==> config.mk <==
export PLATFORM = sky130hd
export DESIGN_NAME = axi_slave_read_engine
export DESIGN_NICKNAME = d
export VERILOG_FILES = /design/src/rtl/axi_pkg.sv /design/src/rtl/axi_skid_fifo.sv /design/src/rtl/axi_slave_read_engine.sv
export SDC_FILE = /design/constraint.sdc
export NUM_CORES = 1
export LEC_CHECK = 0
export CAP_MARGIN = 10
export CORE_UTILIZATION = 57
export DETAILED_ROUTE_END_ITERATION = 6
export DONT_BUFFER_PORTS = 1
export GPL_TIMING_DRIVEN = 0
export PLACE_DENSITY_LB_ADDON = 0.12
export SLEW_MARGIN = 15
export SYNTH_ARGS = -nofsm -noshare
export SYNTH_HDL_FRONTEND = slang
export SYNTH_SLANG_ARGS = --single-unit
==> constraint.sdc <==
create_clock -name aclk -period 5 [get_ports aclk]
set_clock_uncertainty 0.05 [all_clocks]
set_input_delay 0.5 -clock aclk [delete_from_list [all_inputs] [get_ports aclk]]
set_output_delay 0.5 -clock aclk [all_outputs]
set_load 0.01 [all_outputs]
==> src/rtl/axi_pkg.sv <==
// Shared AXI3 encodings and the burst next-address rule used by the read engine.
package axi_pkg;

  typedef enum logic [1:0] {
    BURST_FIXED = 2'b00,
    BURST_INCR  = 2'b01,
    BURST_WRAP  = 2'b10,
    BURST_RSVD  = 2'b11
  } burst_e;

  typedef enum logic [1:0] {
    RESP_OKAY   = 2'b00,
    RESP_EXOKAY = 2'b01,
    RESP_SLVERR = 2'b10,
    RESP_DECERR = 2'b11
  } resp_e;

  // WRAP assumes a legal power-of-two container; illegal wraps are flagged SLVERR upstream.
  function automatic logic [31:0] next_addr(input logic [31:0] a, input logic [2:0] size,
                                            input logic [3:0] len, input logic [1:0] burst);
    logic [31:0] b;
    logic [31:0] w;
    b = 32'd1 << size;
    w = (32'(len) + 32'd1) << size;
    case (burst)
      BURST_FIXED: next_addr = a;
      BURST_WRAP:  next_addr = (a & ~(w - 32'd1)) | ((a + b) & (w - 32'd1));
      default:     next_addr = a + b;
    endcase
  endfunction

endpackage

==> src/rtl/axi_skid_fifo.sv <==
// Two-entry FIFO holding complete R beats; absorbs rready backpressure.
module axi_skid_fifo #(
  parameter int W = 39
) (
  input  logic         clk,
  input  logic         rst,
  input  logic         in_valid,
  output logic         in_ready,
  input  logic [W-1:0] in_data,
  output logic         out_valid,
  input  logic         out_ready,
  output logic [W-1:0] out_data,
  output logic         full,
  output logic         empty
);
  logic [W-1:0] slot [2];
  logic         wr_ptr;
  logic         rd_ptr;
  logic [1:0]   cnt;
  logic         push;
  logic         pop;

  assign full      = (cnt == 2'd2);
  assign empty     = (cnt == 2'd0);
  assign out_valid = !empty;
  assign in_ready  = !full || out_ready;
  assign push      = in_valid && in_ready;
  assign pop       = out_valid && out_ready;
  assign out_data  = slot[rd_ptr];

  always_ff @(posedge clk) begin
    if (rst) begin
      cnt     <= 2'd0;
      wr_ptr  <= 1'b0;
      rd_ptr  <= 1'b0;
      slot[0] <= '0;
      slot[1] <= '0;
    end else begin
      if (push) begin
        slot[wr_ptr] <= in_data;
        wr_ptr       <= ~wr_ptr;
      end
      if (pop) rd_ptr <= ~rd_ptr;
      cnt <= cnt + {1'b0, push} - {1'b0, pop};
    end
  end

endmodule

==> src/rtl/axi_slave_read_engine.sv <==
// AXI3 read slave: accepts one AR burst at a time, reads a 1-cycle SRAM and returns R beats.
module axi_slave_read_engine
  import axi_pkg::*;
#(
  parameter int          ID_W     = 4,
  parameter int          MEM_AW   = 10,
  parameter logic [31:0] MEM_BASE = 32'h0
) (
  input  logic              aclk,
  input  logic              areset,
  input  logic [ID_W-1:0]   arid,
  input  logic [31:0]       araddr,
  input  logic [3:0]        arlen,
  input  logic [2:0]        arsize,
  input  logic [1:0]        arburst,
  input  logic              arvalid,
  output logic              arready,
  output logic [ID_W-1:0]   rid,
  output logic [31:0]       rdata,
  output logic [1:0]        rresp,
  output logic              rlast,
  output logic              rvalid,
  input  logic              rready,
  output logic              mem_en,
  output logic [MEM_AW-1:0] mem_addr,
  input  logic [31:0]       mem_rdata
);
  localparam int ENTRY_W = ID_W + 32 + 2 + 1;

  typedef enum logic {S_IDLE, S_BURST} state_e;

  state_e            state;
  logic [ID_W-1:0]   lat_id;
  logic [31:0]       addr;
  logic [3:0]        len;
  logic [3:0]        beat_cnt;
  logic [2:0]        size;
  logic [1:0]        burst;
  logic              slverr;
  logic              issue_done;
  logic              inflight;
  logic [1:0]        inflight_resp;
  logic              inflight_last;
  logic              issue;
  logic              pop;
  logic              ar_hs;
  logic [2:0]        queued;
  logic [2:0]        occ;
  logic [1:0]        beat_resp;
  logic [31:0]       offset;
  logic              fifo_in_ready;
  logic              fifo_full;
  logic              fifo_empty;
  logic [31:0]       push_data;
  logic [ENTRY_W-1:0] fifo_out;

  function automatic logic burst_illegal(input logic [2:0] s, input logic [1:0] b,
                                         input logic [3:0] l);
    return (s > 3'd2) || (b == BURST_RSVD) ||
           ((b == BURST_WRAP) && !(l inside {4'd1, 4'd3, 4'd7, 4'd15}));
  endfunction

  // SLVERR covers the whole burst and outranks the per-beat range check.
  function automatic logic [1:0] resp_for(input logic slv, input logic [31:0] a);
    logic [32:0] lo;
    logic [32:0] hi;
    lo = {1'b0, MEM_BASE};
    hi = lo + (33'd4 << MEM_AW);
    if (slv) return RESP_SLVERR;
    if (({1'b0, a} < lo) || ({1'b0, a} >= hi)) return RESP_DECERR;
    return RESP_OKAY;
  endfunction

  assign ar_hs     = (state == S_IDLE) && arvalid && arready;
  assign pop       = rvalid && rready;
  assign queued    = fifo_full ? 3'd2 : (fifo_empty ? 3'd0 : 3'd1);
  assign occ       = queued + {2'b0, inflight} - {2'b0, pop};
  assign beat_resp = resp_for(slverr, addr);
  assign issue     = (state == S_BURST) && !issue_done && (occ < 3'd2) && fifo_in_ready;
  assign offset    = addr - MEM_BASE;
  assign mem_addr  = MEM_AW'(offset >> 2);
  assign mem_en    = issue && (beat_resp == RESP_OKAY);
  assign push_data = (inflight_resp == RESP_OKAY) ? mem_rdata : 32'd0;

  // Control: FSM, beat counter, in-flight flag
  always_ff @(posedge aclk) begin
    if (areset) begin
      state      <= S_IDLE;
      arready    <= 1'b0;
      beat_cnt   <= 4'd0;
      issue_done <= 1'b0;
      inflight   <= 1'b0;
    end else begin
      inflight <= issue;
      case (state)
        S_IDLE: begin
          arready <= 1'b1;
          if (ar_hs) begin
            state      <= S_BURST;
            arready    <= 1'b0;
            beat_cnt   <= 4'd0;
            issue_done <= 1'b0;
          end
        end
        S_BURST: begin
          if (issue) begin
            beat_cnt   <= beat_cnt + 4'd1;
            issue_done <= (beat_cnt == len);
          end
          if (pop && rlast) begin
            state   <= S_IDLE;
            arready <= 1'b1;
          end
        end
        default: state <= S_IDLE;
      endcase
    end
  end

  // Datapath: latched request, address walk, in-flight beat attributes
  always_ff @(posedge aclk) begin
    if (ar_hs) begin
      lat_id <= arid;
      addr   <= araddr;
      len    <= arlen;
      size   <= arsize;
      burst  <= arburst;
      slverr <= burst_illegal(arsize, arburst, arlen);
    end else if (issue) begin
      addr <= next_addr(addr, size, len, burst);
    end
    if (issue) begin
      inflight_resp <= beat_resp;
      inflight_last <= (beat_cnt == len);
    end
  end

  axi_skid_fifo #(.W(ENTRY_W)) u_fifo (
    .clk       (aclk),
    .rst       (areset),
    .in_valid  (inflight),
    .in_ready  (fifo_in_ready),
    .in_data   ({lat_id, push_data, inflight_resp, inflight_last}),
    .out_valid (rvalid),
    .out_ready (rready),
    .out_data  (fifo_out),
    .full      (fifo_full),
    .empty     (fifo_empty)
  );

  assign {rid, rdata, rresp, rlast} = fifo_out;

endmodule

Yosys cells after proc, flatten, opt, wreduce, memory -nomap -nowiden

Memory sizes are Yosys's and may differ from the RTL's. A register that Yosys moved wholly into a read port is not among the register bits.
Index checks and enable logic that the tools add are counted.

Register bits: 61
Bits in writable memories: 78
Word-level logic and storage cells: 111
Memories kept: 1

Add/sub/neg operators: 8
Magnitude comparators: 3
Equal/unequal tests: 13
Shift operators: 2
Mux-type cells: 35
Bitwise logic cells: 7
Reductions and logical operators: 26

Memory list:

| memory      | words | bits a word | rd ports | clocked after memory_dff | write ports | line                | text |
|---|---|---|---|---|---|---|---|
| u_fifo.slot | 2     | 39          | 1        | 1                        | 2           | axi_skid_fifo.sv:16 | `logic [W-1:0] slot [2];` |

Operators with widths:

| cell                  | number |
|---|---|
| $mux 32               | 3 |
| $and 32x32->32        | 2 |
| $pmux 32 s2           | 1 |
| $mux 39               | 1 |
| $reduce_or 39->1      | 1 |
| $add 32x32->32        | 1 |
| $ge 32x13->1 const B  | 1 |
| $not 32->32           | 1 |
| $or 32x32->32         | 1 |
| $shl 1x3->32 const A  | 1 |
| $shl 5x3->32          | 1 |
| $sub 32x1->32 const B | 1 |
| $mux 1                | 19 |
| $logic_and 1x1->1     | 10 |
| $mux 2                | 5 |
| $eq 2x2->1 const B    | 4 |
| $logic_not 2->1       | 4 |
| $mux 4                | 2 |
| $pmux 4 s2            | 1 |
| $pmux 1 s2            | 3 |
| $add 4x1->5 const B   | 1 |
| $add 4x1->4 const B   | 1 |
| $eq 4x1->1 const B    | 1 |
| $eq 4x2->1 const B    | 1 |
| other kinds (17)      | 27 |

Logic depth before layout (Yosys ltp)

Depth in word-level cells: 10
Gate-level depth with buffers: 13
Mapped depth without buffers: 12

Hierarchy

Synthesis repeated with hierarchy kept, for this count alone.

Cells, all modules: 738
Area total of the unflattened synthesis: 8,130.3 um^2

Modules (own cells, without submodules):

| module                | times used | cells an instance | area each (um^2) |
|---|---|---|---|
| axi_slave_read_engine | 1          | 502               | 4,531.8 |
| axi_skid_fifo         | 1          | 236               | 3,598.5 |

Worst setup path before layout

OpenSTA, ideal clock, no wires.

Path type: reg2reg
Start point: reg size[1]
End point: reg (tool-made name)
Arrival time: 2.738 ns
Data required time: 4.668 ns
Setup slack: 1.930 ns
Stages on the path, launching flop included: 14
Buffers on the path: 1
Clock period less this slack: 3.070 ns
Cell sequence: edfxtp_1 > or2_1 > buf_2 > nor2_1 > ha_1 > inv_1 > fa_1 > nor2b_1 > o31a_1 > o21ai_0 > nor2_1 > nand4_1 > xor2_1 > a211oi_2

RTL lines:

| item                   | line                         | text |
|---|---|---|
| start, declared        | axi_slave_read_engine.sv:37  | `logic [2:0] size;` |
| start signal, assigned | axi_slave_read_engine.sv:126 | `size <= arsize;` |

==> results.tsv <==
metric	value	unit
outcome	completed	
# H-tree levels	4	
TritonCTS Buffers	17	
DRC Markers	0	
Avg Inst Size Synth	11.2	µm²
crit path max-delay cell type	nor2_1	
drt first pass iters	5	
Final Cycle Share	0.728	
Worst Reg-to-Reg Cells	13	
gr usage total	0.260	
chip height	119	µm
Seq cells post-synth	140	
CP bufs+invs	2	
Top Ports	133	
crit-path most repeated cell	nor2_1	
Max IR drop VDD	0.245	mV
xor/xnor share of the synthesized area	0.0542	
Mapped Nets	792	
routed vias/inst	6.07	
Slew @ Worst Pin	0.966	ns
width of the die	119	µm
grt total ovfl	0	
ys async rst share	0	
Hold Path Class	in2reg	
Routed WL	17800	µm
clock share of power	0.357	
P_leak	3.34	nW
post-DP HPWL	12900	µm
worst hold path stage count	0	
CP startpoint kind	flip-flop	
Power per Cell Area	406	mW/mm²
Ys Warns	0	
endpoints failing setup	0	
Post-Synth Adder-Cell Area	0.0284	
clk slew on worst S/H paths	0.06	ns
combinational share of power	0.214	
worst skew pair latency	0.42	ns
Crit path depth	13	
WP data arrival	3.73	ns
vias in the first global route	5317	
Avg WL per Cell	19.7	µm
Fmax	275	MHz
CP delay by family, top	simple AND/OR/NAND/NOR gates	
crit path kind	reg2reg	
Sequential Power Share	0.429	
Max Cap Viol	0	
Compound-Gate Fraction of Synth Area	0.109	
Root Driver	clkbuf_16	
nature of the critical path endpoint	flip-flop	
fin crit period	3.64	ns
Slew Limit Fails	0	
row count	42	
Post-Synth Simple-Gate Area	0.178	
global placement routability congestion	0.909	
Critical Path RT	5.09	ns
Seq/Total Area, Yosys	0.525	
final hold violations	0	
Crit Path Max Fanout	9	
most frequent cells in the layout	127 x edfxtp_1, 77 x nor2_1, 68 x and3_1	
Final Net Count	812	
Vias	5480	
switching part of the total	0.294	
crit-path max cell delay	0.55	ns
core area	0.0132	mm²
Slew headroom	0.356	
most common cell after layout, fill and taps aside	edfxtp_1	
mapped cell area	0.00776	mm²
Unique masters post-synth	62	
Longest Clk Path Bufs	2	
Worst Setup SP	size[1]$_DFFE_PP_	
CTS Sinks	140	
area grow syn2layout	10.8	%
Port Buf Inserts	0	
Hold-fix buffers, CTS	0	
sw power	1.03	mW
ys flop type	edfxtp_1	
reg-to-reg startpoint	size[1]$_DFFE_PP_	
crit-path cells	or2_1 -> buf_2 -> nor2_1 -> ha_1 -> inv_1 -> fa_1 -> nor2b_1 -> o31a_1 -> o21ai_0 -> nor2_1 -> nand3_1 -> xor2_1 -> a211oi_2	
Post-synth EDFFs	127	
RSZ-0062 raised after global routing	false	
initial antenna violation count	0	
Post-CTS Setup Bufs	0	
remaining antenna violation count	0	
P_int	2.47	mW
Initial Util	0.586	
area post-placement	0.00802	mm²
TritonCTS clock tree	built	
mux share of post-synthesis cell area	0.0632	
Antenna Cells	0	
Cells after Synth	694	
r2r setup slk	1.36	ns
ratio of cells with drive above 1 in the final layout	0.164	
Gates resized, CTS repair	0	
largest net degree at the start of global routing	40	
die area	0.0141	mm²
wire length of the first global-routing pass	27700	µm
DRT iter0 DRCs	466	
Power, Total	3.49	mW
Design Area, Final	0.00860	mm²
largest family of logic cells by synthesized area	simple AND/OR/NAND/NOR gates	
total negative slack	0	ns
kinds of logic (layout without fill, tap and decap cells):
group | after synthesis | after routing
fa+ha+maj | 17 | 17
flops | 140 | 140
buf+inv | 70 | 103
compound gates | 112 | 112
mux | 44 | 44
simple gates | 263 | 263
xor+xnor | 48 | 48
layout make-up:
type                    instances  area (µm²)
fillers                      1035        4640
flip-flops and latches        140        4070
multi-input cells             484        3370
clock buffers                  17         425
plain buffers                  53         270
well taps                     176         220
clock inverters                15         161
inverters                      17        63.8
repair buffers                  1        20.0
cells in the mapped netlist, types with 3 or more instances:
master     number  area share
or2_2           3      0.0024
nor2_1         77       0.037
o21a_1          3      0.0029
a2111oi_0       5      0.0056
a211oi_2       11       0.018
ha_1           16       0.026
o21ai_0        13      0.0084
o211ai_1        4      0.0039
and3_1         68       0.055
nand3_1        18       0.012
or3_1           3      0.0024
buf_2           5      0.0032
nand2b_1        3      0.0024
mux2i_1         4      0.0052
nor2b_1         9      0.0073
dfxtp_1        13       0.034
inv_1          16      0.0077
buf_4          11       0.011
mux2_2         40       0.058
and2_1         18       0.015
xor2_1         25       0.028
a211oi_1       18       0.017
nor3_1          5      0.0032
nor4_1          8      0.0064
xnor2_1        23       0.026
a21o_1          6      0.0058
nand4_1         7      0.0056
edfxtp_1      127        0.49
nor3b_1         3      0.0029
nand2_1        30       0.015
clkbuf_1       32       0.015
buf_6           3      0.0044
a21oi_1        28       0.018
per-stage QoR:
stage                     utilization  setup WS, ns  hold slack (ns)  instances
after floorplan                     -          1.93            0.417        694
after CTS                       0.650          1.38            0.110        903
after global placement          0.603         0.970            0.439        870
final                           0.650          1.36            0.121        903
after global routing            0.650          1.12            0.106        903
after detailed placement        0.605          1.38            0.449        871
power groups by stage:
stage,combinational (mW),sequential [mW],clock [mW]
global route,0.815,1.51,1.30
detailed placement,0.745,1.52,0
global placement,0.726,1.52,0
floorplan,0.599,1.50,0
finish,0.749,1.50,1.25
CTS,0.752,1.50,1.26
worst min path at each step:
stage	from	to	slack [ns]
global placement	u_fifo.rd_ptr$_SDFFE_PP0P_	u_fifo.rd_ptr$_SDFFE_PP0P_	0.44
finish	arburst[1]	burst[1]$_DFFE_PP_	0.12
global route	arsize[0]	size[0]$_DFFE_PP_	0.11
detailed placement	u_fifo.rd_ptr$_SDFFE_PP0P_	u_fifo.rd_ptr$_SDFFE_PP0P_	0.45
CTS	arburst[1]	burst[1]$_DFFE_PP_	0.11
floorplan	state$_SDFF_PP0_	state$_SDFF_PP0_	0.42
layer usage:
layer	vias up	share of wire	GRT usage
met1	2632	0.42	0.332
met3	32	0.067	0.0565
met4	0	0.025	0.104
met2	215	0.48	0.431
met5	-	0	0
li1	2601	-	-
(Power assumes the default switching activity.)
